## src/rtl/button_pkg.sv

```systemverilog
// Shared constants and helpers for the push-button input path.
package button_pkg;

    localparam int unsigned CLOCK_HZ    = 100_000_000;
    localparam int unsigned DEBOUNCE_MS = 10;
    localparam int unsigned HOLD_MS     = 1000;

    // Default cycle counts derived from the board clock.
    localparam int unsigned DEBOUNCE_CYCLES_DEFAULT = (CLOCK_HZ / 1000) * DEBOUNCE_MS;
    localparam int unsigned HOLD_CYCLES_DEFAULT     = (CLOCK_HZ / 1000) * HOLD_MS;

    // Bits needed to count 0..n-1, never less than one bit.
    function automatic int unsigned cnt_width(input int unsigned n);
        return (n < 2) ? 1 : $clog2(n);
    endfunction

endpackage

```

## src/rtl/button_channel.sv

```systemverilog
// One button: two-flop synchronizer, debounce counter and long-hold detector.
module button_channel
    import button_pkg::*;
#(
    parameter int unsigned DEBOUNCE_CYCLES = DEBOUNCE_CYCLES_DEFAULT,
    parameter int unsigned HOLD_CYCLES     = HOLD_CYCLES_DEFAULT
) (
    input  logic clock,
    input  logic reset_,
    input  logic btn,
    output logic level,
    output logic pressed,
    output logic released,
    output logic held
);

    localparam int unsigned DW = cnt_width(DEBOUNCE_CYCLES);
    // One extra bit so the hold counter can hold HOLD_CYCLES itself.
    localparam int unsigned HW = cnt_width(HOLD_CYCLES) + 1;

    localparam logic [DW-1:0] DCNT_LAST = DW'(DEBOUNCE_CYCLES - 1);
    localparam logic [HW-1:0] HCNT_MAX  = HW'(HOLD_CYCLES);
    localparam logic [HW-1:0] HCNT_PRE  = HW'(HOLD_CYCLES - 1);

    logic          sync1_q, sync2_q;
    logic          level_q, level_d;
    logic [DW-1:0] dcnt_q, dcnt_d;
    logic [HW-1:0] hcnt_q, hcnt_d;
    logic          pressed_q, pressed_d;
    logic          released_q, released_d;
    logic          held_q, held_d;

    // Accept a new synchronized value only after it persists DEBOUNCE_CYCLES cycles.
    always_comb begin
        level_d    = level_q;
        dcnt_d     = '0;
        pressed_d  = 1'b0;
        released_d = 1'b0;
        if (sync2_q != level_q) begin
            if (dcnt_q == DCNT_LAST) begin
                level_d    = sync2_q;
                pressed_d  = sync2_q;
                released_d = ~sync2_q;
            end else begin
                dcnt_d = dcnt_q + DW'(1);
            end
        end
    end

    // Count time spent high; saturation makes held fire once per press.
    always_comb begin
        hcnt_d = hcnt_q;
        held_d = 1'b0;
        if (!level_q) begin
            hcnt_d = '0;
        end else if (hcnt_q != HCNT_MAX) begin
            hcnt_d = hcnt_q + HW'(1);
            held_d = (hcnt_q == HCNT_PRE);
        end
    end

    // Synchronizer, counters and registered outputs.
    always_ff @(posedge clock or negedge reset_) begin
        if (!reset_) begin
            sync1_q    <= 1'b0;
            sync2_q    <= 1'b0;
            level_q    <= 1'b0;
            dcnt_q     <= '0;
            hcnt_q     <= '0;
            pressed_q  <= 1'b0;
            released_q <= 1'b0;
            held_q     <= 1'b0;
        end else begin
            sync1_q    <= btn;
            sync2_q    <= sync1_q;
            level_q    <= level_d;
            dcnt_q     <= dcnt_d;
            hcnt_q     <= hcnt_d;
            pressed_q  <= pressed_d;
            released_q <= released_d;
            held_q     <= held_d;
        end
    end

    assign level    = level_q;
    assign pressed  = pressed_q;
    assign released = released_q;
    assign held     = held_q;

endmodule

```

## src/rtl/button_events.sv

```systemverilog
// Board push-button conditioning: WIDTH independent debounced channels with event pulses.
module button_events
    import button_pkg::*;
#(
    parameter int unsigned WIDTH           = 4,
    parameter int unsigned DEBOUNCE_CYCLES = DEBOUNCE_CYCLES_DEFAULT,
    parameter int unsigned HOLD_CYCLES     = HOLD_CYCLES_DEFAULT
) (
    input  logic             clock,
    input  logic             reset_,
    input  logic [WIDTH-1:0] btn,
    output logic [WIDTH-1:0] level,
    output logic [WIDTH-1:0] pressed,
    output logic [WIDTH-1:0] released,
    output logic [WIDTH-1:0] held
);

    // One self-contained channel per button pin.
    for (genvar i = 0; i < WIDTH; i++) begin : gen_chan
        button_channel #(
            .DEBOUNCE_CYCLES(DEBOUNCE_CYCLES),
            .HOLD_CYCLES    (HOLD_CYCLES)
        ) u_chan (
            .clock   (clock),
            .reset_  (reset_),
            .btn     (btn[i]),
            .level   (level[i]),
            .pressed (pressed[i]),
            .released(released[i]),
            .held    (held[i])
        );
    end

endmodule

```

## config.mk

```make
export PLATFORM = sky130hd
export DESIGN_NAME = button_events
export DESIGN_NICKNAME = d
export VERILOG_FILES = /design/src/rtl/button_pkg.sv /design/src/rtl/button_channel.sv /design/src/rtl/button_events.sv
export SDC_FILE = /design/constraint.sdc
export NUM_CORES = 1
export LEC_CHECK = 0
export ABC_AREA = 1
export BUFFER_PORTS_ARGS = -buffer_cell sky130_fd_sc_hd__buf_2
export CAP_MARGIN = 15
export CORE_ASPECT_RATIO = 0.9
export CORE_UTILIZATION = 40
export CTS_CLUSTER_DIAMETER = 30
export DETAILED_ROUTE_END_ITERATION = 6
export MAX_ROUTING_LAYER = met4
export PLACE_DENSITY = 0.63
export SLEW_MARGIN = 10
export SYNTH_ARGS = -nofsm -noshare
export SYNTH_HDL_FRONTEND = slang
export SYNTH_SLANG_ARGS = --single-unit
```

## constraint.sdc

```tcl
create_clock -name clock -period 2 [get_ports clock]
set_clock_uncertainty 0.1 [all_clocks]
set_input_delay 0.5 -clock clock [delete_from_list [all_inputs] [get_ports clock]]
set_output_delay 0.5 -clock clock [all_outputs]
set_load 0.01 [all_outputs]
```

==> impl_metrics.toml, run 1 <==
[routing]
drtAntennaViolNets = 0
drt-pass1-iter-count = 5
drcViolationCount = 0
vias = 10900
wl_um = 27800
vias_per_cell = 4.78
wl_per_cell_um = 12.2
first_iter_violations = 705

[synthesis]
synth-main-ff-cell = "dfrtp_1"
synth-edff-count = 0
synthAdderAreaFrac_pct = 1.21
synth.ff_latch_count = 216
synthDistinctLibCells = 37
ys_warn_count = 0
synth_top_family_by_area = "simple AND/OR/NAND/NOR gates"
synth-async-reset-ratio_pct = 100
synth_mux_area_share_pct = 0
synth_nets = 1784
postSynthCellCount = 1766
netlist_area_um2 = 12500
syn_area_per_cell_um2 = 7.05
synth_simple_gate_area_share_pct = 39.3
synth_compound_area_share_pct = 3.94
synth_xor_area_share_pct = 4.43
ys_seq_area_share_pct = 43.4

[die]
chipHeight_um = 169
die_x_um = 188
ios = 22
initial_utilization_pct = 41.2
core_um2 = 30300
dieArea_um2 = 31800
rows = 60

[cells_and_area]
n_antenna_cell = 0
final_nets = 1854
finalNonFillerCells = 2281
multi_input_area_um2 = 6080
register_area_um2 = 5410
drive_gt1_share_pct = 10.6
nFillCells = 3010
area_growth_syn_to_layout_pct = 19.7
final_util_pct = 49.3

[global_routing]
first_global_vias = 10434
grt_pass1_wl_um = 48900
track_usage_pct = 18.9
grt_overflow = 0
grt_max_degree = 53
antenna_found_initial = 0

[job]
drv_cap = 0

[timing]
fmax_ghz = 0.531
maxSlewViolCount = 0
setup_slack_ps = 117
fin_crit_ps = 1880
max_slew_margin_pct = 68.6
rsz0062_at_grt = "false"
setup_viol = 0
worst_pin_slew_ps = 468
hold_viol = 0
fin_crit_sh_pct = 94.2
tns_ps = 0

[place]
dpl_worst_slack_ps = 334
routabilityCongestion = 0.912
hpwlAfterDp_um = 20200
dp.cells = 2182
portBuffers = 21

[pwr]
peakVddDrop_uv = 702
p_per_area_nw_per_um2 = 876
finalPower_mw = 13.1
p_leak_nw = 6.24

[critical_path]
critPathCaptureType = "primary output"
crit_chain = "buf_4, buf_2"
startpoint_type = "flop"
worstPathRequired_ps = 1400
cp_num_buf_inv = 2
reg2reg_slack_ps = 260
path_class = "reg2out"
ff2ff_path_depth = 8
cpPeakStageDelay_ps = 410
crit_slowest_cell = "dfrtp_1"
regToRegStartpoint = "gen_chan[1].u_chan.hcnt_q[0]$_DFFE_PN0P_"
timing.rr.end = "gen_chan[1].u_chan.hcnt_q[0]$_DFFE_PN0P_"
worstPathMaxFanout = 11
cp_top_family = "flip-flops"
cp_data_arrival_time_ps = 1280

[clock_tree]
clock_path_buffers = 3
clock-sinks = 216
cts_tree = "built"
cts_setup_buffers = 0
root_buffer = "clkbuf_16"
insertion_delay_ps = 550
h-tree-depth = 2
clk_pin_slew_ps = 50
ctsResizeCount = 0
numCtsBuffers = 50
ctsHoldBuffers = 5

[min_path]
min_path_cells = 0
min_path_type = "reg2reg"
worstHoldStart = "gen_chan[3].u_chan.sync1_q$_DFF_PN0_"
min_to = "gen_chan[3].u_chan.sync2_q$_DFF_PN0_"

[outcome]
status = "finished clean"
## synth_stat cells (2+ instances only)
cell | count | share of area, %
nor2_4 | 11 | 0.99
or2_2 | 3 | 0.15
nor3_1 | 44 | 1.8
or2_1 | 2 | 0.10
nor4_1 | 2 | 0.10
nand3b_1 | 9 | 0.54
nor3_2 | 3 | 0.24
buf_6 | 2 | 0.18
a21oi_1 | 50 | 2.0
and2_1 | 3 | 0.15
nand3_1 | 121 | 4.9
nand4_1 | 27 | 1.4
xnor2_1 | 17 | 1.2
inv_2 | 12 | 0.36
nor2_1 | 425 | 13
o21ai_0 | 39 | 1.6
nand2_2 | 12 | 0.60
xor2_1 | 46 | 3.2
inv_1 | 187 | 5.6
a211oi_1 | 3 | 0.18
clkbuf_1 | 8 | 0.24
o21ai_1 | 3 | 0.12
buf_2 | 2 | 0.080
nand2_1 | 458 | 14
buf_4 | 17 | 1.0
nand3_4 | 2 | 0.28
nor3b_1 | 3 | 0.18
ha_1 | 12 | 1.2
dfrtp_1 | 216 | 43
nor2_2 | 20 | 1.0
## area by class of cell
class                   instances  share of cell area, %
clock buffers                  59                   8.89
clock inverters                35                   2.90
inverters                     201                   5.11
multi-input cells            1319                   40.8
flip-flops and latches        216                   36.3
well taps                     403                   3.38
repair buffers                 48                   2.64
## metrics by stage
| stage | hold slack, ps | area [um^2] |
|---|---|---|
| 4_1_cts | 247 | 14900 |
| 3_3_place_gp | 234 | 13100 |
| 6_report | 245 | 14900 |
| 2_1_floorplan | 104 | 12500 |
| 3_5_place_dp | 235 | 13100 |
| 5_1_grt | 265 | 14900 |
## report_power, final
group          internal, mW  switching (mW)  leakage (nW)
Combinational        0.0719           0.154          2.40
Sequential             4.41          0.0206          2.99
Clock                  5.68            2.72         0.843
Total                  10.2            2.89          6.24
## registers in the layout (all words and copies together) (netlist names)
| register | count |
|---|---|
| gen_chan.u_chan.sync2_q | 4 |
| gen_chan.u_chan.held | 4 |
| gen_chan.u_chan.level | 4 |
| gen_chan.u_chan.dcnt_q | 80 |
| gen_chan.u_chan.released | 4 |
| gen_chan.u_chan.pressed | 4 |
| gen_chan.u_chan.sync1_q | 4 |
| gen_chan.u_chan.hcnt_q | 112 |
## how the worst max path moves through the flow
stage,end,from,slack [ps],cells past startpoint
floorplan,gen_chan[1].u_chan.hcnt_q[0]$_DFFE_PN0P_,gen_chan[1].u_chan.hcnt_q[0]$_DFFE_PN0P_,500,8
global placement,gen_chan[2].u_chan.hcnt_q[0]$_DFFE_PN0P_,gen_chan[2].u_chan.hcnt_q[0]$_DFFE_PN0P_,340,8
detailed placement,gen_chan[0].u_chan.dcnt_q[19]$_DFF_PN0_,gen_chan[0].u_chan.dcnt_q[0]$_DFF_PN0_,330,8
CTS,level[1],gen_chan[1].u_chan.level$_DFFE_PN0P_,80,2
global route,level[1],gen_chan[1].u_chan.level$_DFFE_PN0P_,60,2
finish,level[1],gen_chan[1].u_chan.level$_DFFE_PN0P_,120,2
## cells by family (layout without fill, tap and decap cells)
family | count (synthesis) | count (layout)
xor+xnor | 63 | 63
compound gates | 96 | 96
fa+ha+maj | 12 | 12
flops | 216 | 216
simple gates | 1148 | 1148
buf+inv | 231 | 343
## worst register-to-register path, cell delays in order (launching register included)
cell     delay [ps]
dfrtp_1         430
inv_2           150
ha_1            150
nor3b_1         250
nand2_1          80
nor2_1          200
nand2_1         120
nand3_1          90
nand2_1          60
## per-layer routing
layer	share of wire, %	global-route usage [%]	wire length, um	vias up
li1	-	-	-	5662
met1	50	25.4	13800	4957
met2	44	28.9	12100	226
met3	4.8	3.52	1350	55
met4	1.9	5.62	526	0
met5	0	-	0	-
## cells in the final DEF (no fill, tap or decap), types with 4 or more instances in the layout
master,instances
nand2_1,458
nor2_1,425
dfrtp_1,216
inv_1,187
nand3_1,121
a21oi_1,50
clkbuf_16,50
xor2_1,46
nor3_1,44
o21ai_0,39
nand4_1,27
nor2_2,20
buf_2,20
xnor2_1,17
buf_4,17
inv_2,12
nand2_2,12
ha_1,12
nor2_4,11
inv_6,10
nand3b_1,9
bufinv_16,7
clkinvlp_4,7
clkinv_2,6
clkinv_4,5
clkbuf_1,5
dlygate4sd3_1,5
buf_12,5
clkbuf_8,4
Power figures use the tool's default switching activity.
==> run 2, diff against run 1 <==
--- a/config.mk
+++ b/config.mk
@@ -8,12 +8,15 @@
 export ABC_AREA = 1
 export BUFFER_PORTS_ARGS = -buffer_cell sky130_fd_sc_hd__buf_2
 export CAP_MARGIN = 15
+export CELL_PAD_IN_SITES_DETAIL_PLACEMENT = 1
+export CELL_PAD_IN_SITES_GLOBAL_PLACEMENT = 1
 export CORE_ASPECT_RATIO = 0.9
 export CORE_UTILIZATION = 40
 export CTS_CLUSTER_DIAMETER = 30
 export DETAILED_ROUTE_END_ITERATION = 6
+export GPL_ROUTABILITY_DRIVEN = 1
 export MAX_ROUTING_LAYER = met4
-export PLACE_DENSITY = 0.63
+export PLACE_DENSITY = 0.78
 export SLEW_MARGIN = 10
 export SYNTH_ARGS = -nofsm -noshare
 export SYNTH_HDL_FRONTEND = slang
==> run 2 against run 1 <==
Effect of this change: flip-flop and latch count stayed put; setup slack got worse by 58 ps; final cell count up 0.35%; clock power grew 23%; register-to-register slack lost 30 ps; routed wire length rose by 26%; first-iteration DRC count shrank 46%; global-route usage is 4.7 points higher; via count rose by 4.8%; die area is the same; largest power group unchanged.
==> impl_metrics.toml, run 2 (synthesis gave the netlist of run 1 again) <==
[outcome]
status = "finished clean"

[job]
drv_cap = 0

[cells_and_area]
final_nets = 1861
layout_commonest_cell = "nand2_1"
n_antenna_cell = 0
drive_gt1_share_pct = 11.3
final_cell_mix = "nand2_1, nor2_1, dfrtp_1"
fin_area_um2 = 15300
top_regs = "gen_chan.u_chan.hcnt_q x112, gen_chan.u_chan.dcnt_q x80"
top_register = "gen_chan.u_chan.hcnt_q"
area_growth_syn_to_layout_pct = 23.1
final_util_pct = 50.6
largest_reg_flops = 112

[place]
place_area_um2 = 13100
dpl_worst_slack_ps = 207
portBuffers = 21
hpwlAfterDp_um = 24700
routabilityCongestion = 0.905

[min_path]
min_path_type = "reg2reg"

[die]
rows = 60
initial_utilization_pct = 41.2
dieArea_um2 = 31800
chipHeight_um = 169
die_x_um = 188
ios = 22
core_um2 = 30300

[pwr]
p_sw_share_pct = 19.8
p_leak_nw = 6.44
p_seq_share_pct = 29.7
p_switching_mw = 2.96
p_comb_share_pct = 1.6
p_per_area_nw_per_um2 = 976
peakVddDrop_uv = 649
clock_power_share_pct = 68.7
intPower_mw = 12.0
finalPower_mw = 14.9

[clock_tree]
clk_pin_slew_ps = 40
root_buffer = "clkbuf_16"
insertion_delay_ps = 560
numCtsBuffers = 56
cts_tree = "built"
clock_path_buffers = 3
cts_setup_buffers = 0
clock-sinks = 216
h-tree-depth = 2

[routing]
vias_per_cell = 4.99
first_iter_violations = 382
drt-pass1-iter-count = 5
wl_per_cell_um = 15.3
vias = 11426
drtAntennaViolNets = 0
wl_um = 35000
drcViolationCount = 0

[global_routing]
grt_overflow = 0
antenna_found_initial = 0
first_global_vias = 12382
grt_pass1_wl_um = 60300
track_usage_pct = 23.6
grt_max_degree = 50

[critical_path]
crit_chain = "buf_6, buf_2"
worstPathRequired_ps = 1400
cp_num_buf_inv = 2
startpoint_type = "flop"
cpPeakStageDelay_ps = 430
critPathCaptureType = "primary output"
crit_slowest_cell = "dfrtp_2"
cp_top_family = "flip-flops"
worstPathMaxFanout = 16
cp_data_arrival_time_ps = 1340
path_class = "reg2out"

[timing]
fin_crit_ps = 1940
tns_ps = 0
setup_viol = 0
rsz0062_at_grt = "false"
hold_viol = 0
fin_crit_sh_pct = 97.0
max_slew_margin_pct = 68.9
fmax_ghz = 0.515
setup_slack_ps = 59.1
maxSlewViolCount = 0
worst_pin_slew_ps = 462
==> run 2: changes by cell type in the layout (fill, tap and decap cells not counted), sizes merged <==
| cell | previous run | this run |
|---|---|---|
| bufinv | 7 | 16 |
| clkinvlp | 7 | 6 |
| buf | 43 | 44 |
| clkbuf | 59 | 69 |
| inv | 210 | 202 |
| clkinv | 12 | 9 |
==> run 2: area by class of cell <==
class / instances / area, um^2
fillers: 3782 / 14900
multi-input cells: 1319 / 6080
flip-flops and latches: 216 / 5410
clock buffers: 69 / 1560
inverters: 201 / 762
clock inverters: 32 / 591
well taps: 403 / 504
repair buffers: 49 / 417
==> run 2: power groups by stage <==
stage | registers (mW) | logic (mW) | clock network [mW]
2_1_floorplan | 4.49 | 0.0748 | 0
3_3_place_gp | 4.50 | 0.229 | 0
3_5_place_dp | 4.50 | 0.236 | 0
4_1_cts | 4.44 | 0.248 | 10.4
5_1_grt | 4.44 | 0.274 | 10.7
6_report | 4.44 | 0.237 | 10.3
==> run 2: timing repair <==
item | in CTS | in global routing
hold endpoints to repair | 45 | 0
gates resized for setup | 2 | 1
setup endpoints to repair | 1 | 2
hold buffers | 5 | 0
==> run 2: worst paths after layout <==
| check | startpoint | slack [ps] | depth (start not counted) | endpoint |
|---|---|---|---|---|
| min | gen_chan[1].u_chan.sync1_q$_DFF_PN0_ | 240 | 0 | gen_chan[1].u_chan.sync2_q$_DFF_PN0_ |
| max reg2reg | gen_chan[0].u_chan.dcnt_q[0]$_DFF_PN0_ | 230 | 8 | gen_chan[0].u_chan.dcnt_q[13]$_DFF_PN0_ |
| min reg2reg | gen_chan[1].u_chan.sync1_q$_DFF_PN0_ | 240 | 0 | gen_chan[1].u_chan.sync2_q$_DFF_PN0_ |
| max | gen_chan[2].u_chan.level$_DFFE_PN0P_ | 60 | 2 | level[2] |
| min in group asynchronous | reset_ | 370 | 2 | gen_chan[2].u_chan.hcnt_q[5]$_DFFE_PN0P_ |
| max in group asynchronous | reset_ | 850 | 3 | gen_chan[1].u_chan.hcnt_q[2]$_DFFE_PN0P_ |
==> run 2: per-layer routing <==
metal	wire length, um	global-route usage (%)	vias up
met5	0	-	-
met4	592	5.97	0
met3	1120	3.68	51
met2	16700	39.4	148
met1	16600	29.9	5549
li1	-	-	5678
==> run 2: metrics by stage <==
stage	cells	hold WS [ps]
after floorplan	1766	104
after global placement	2183	235
after detailed placement	2183	237
after CTS	2289	248
after global routing	2289	261
final	2289	243
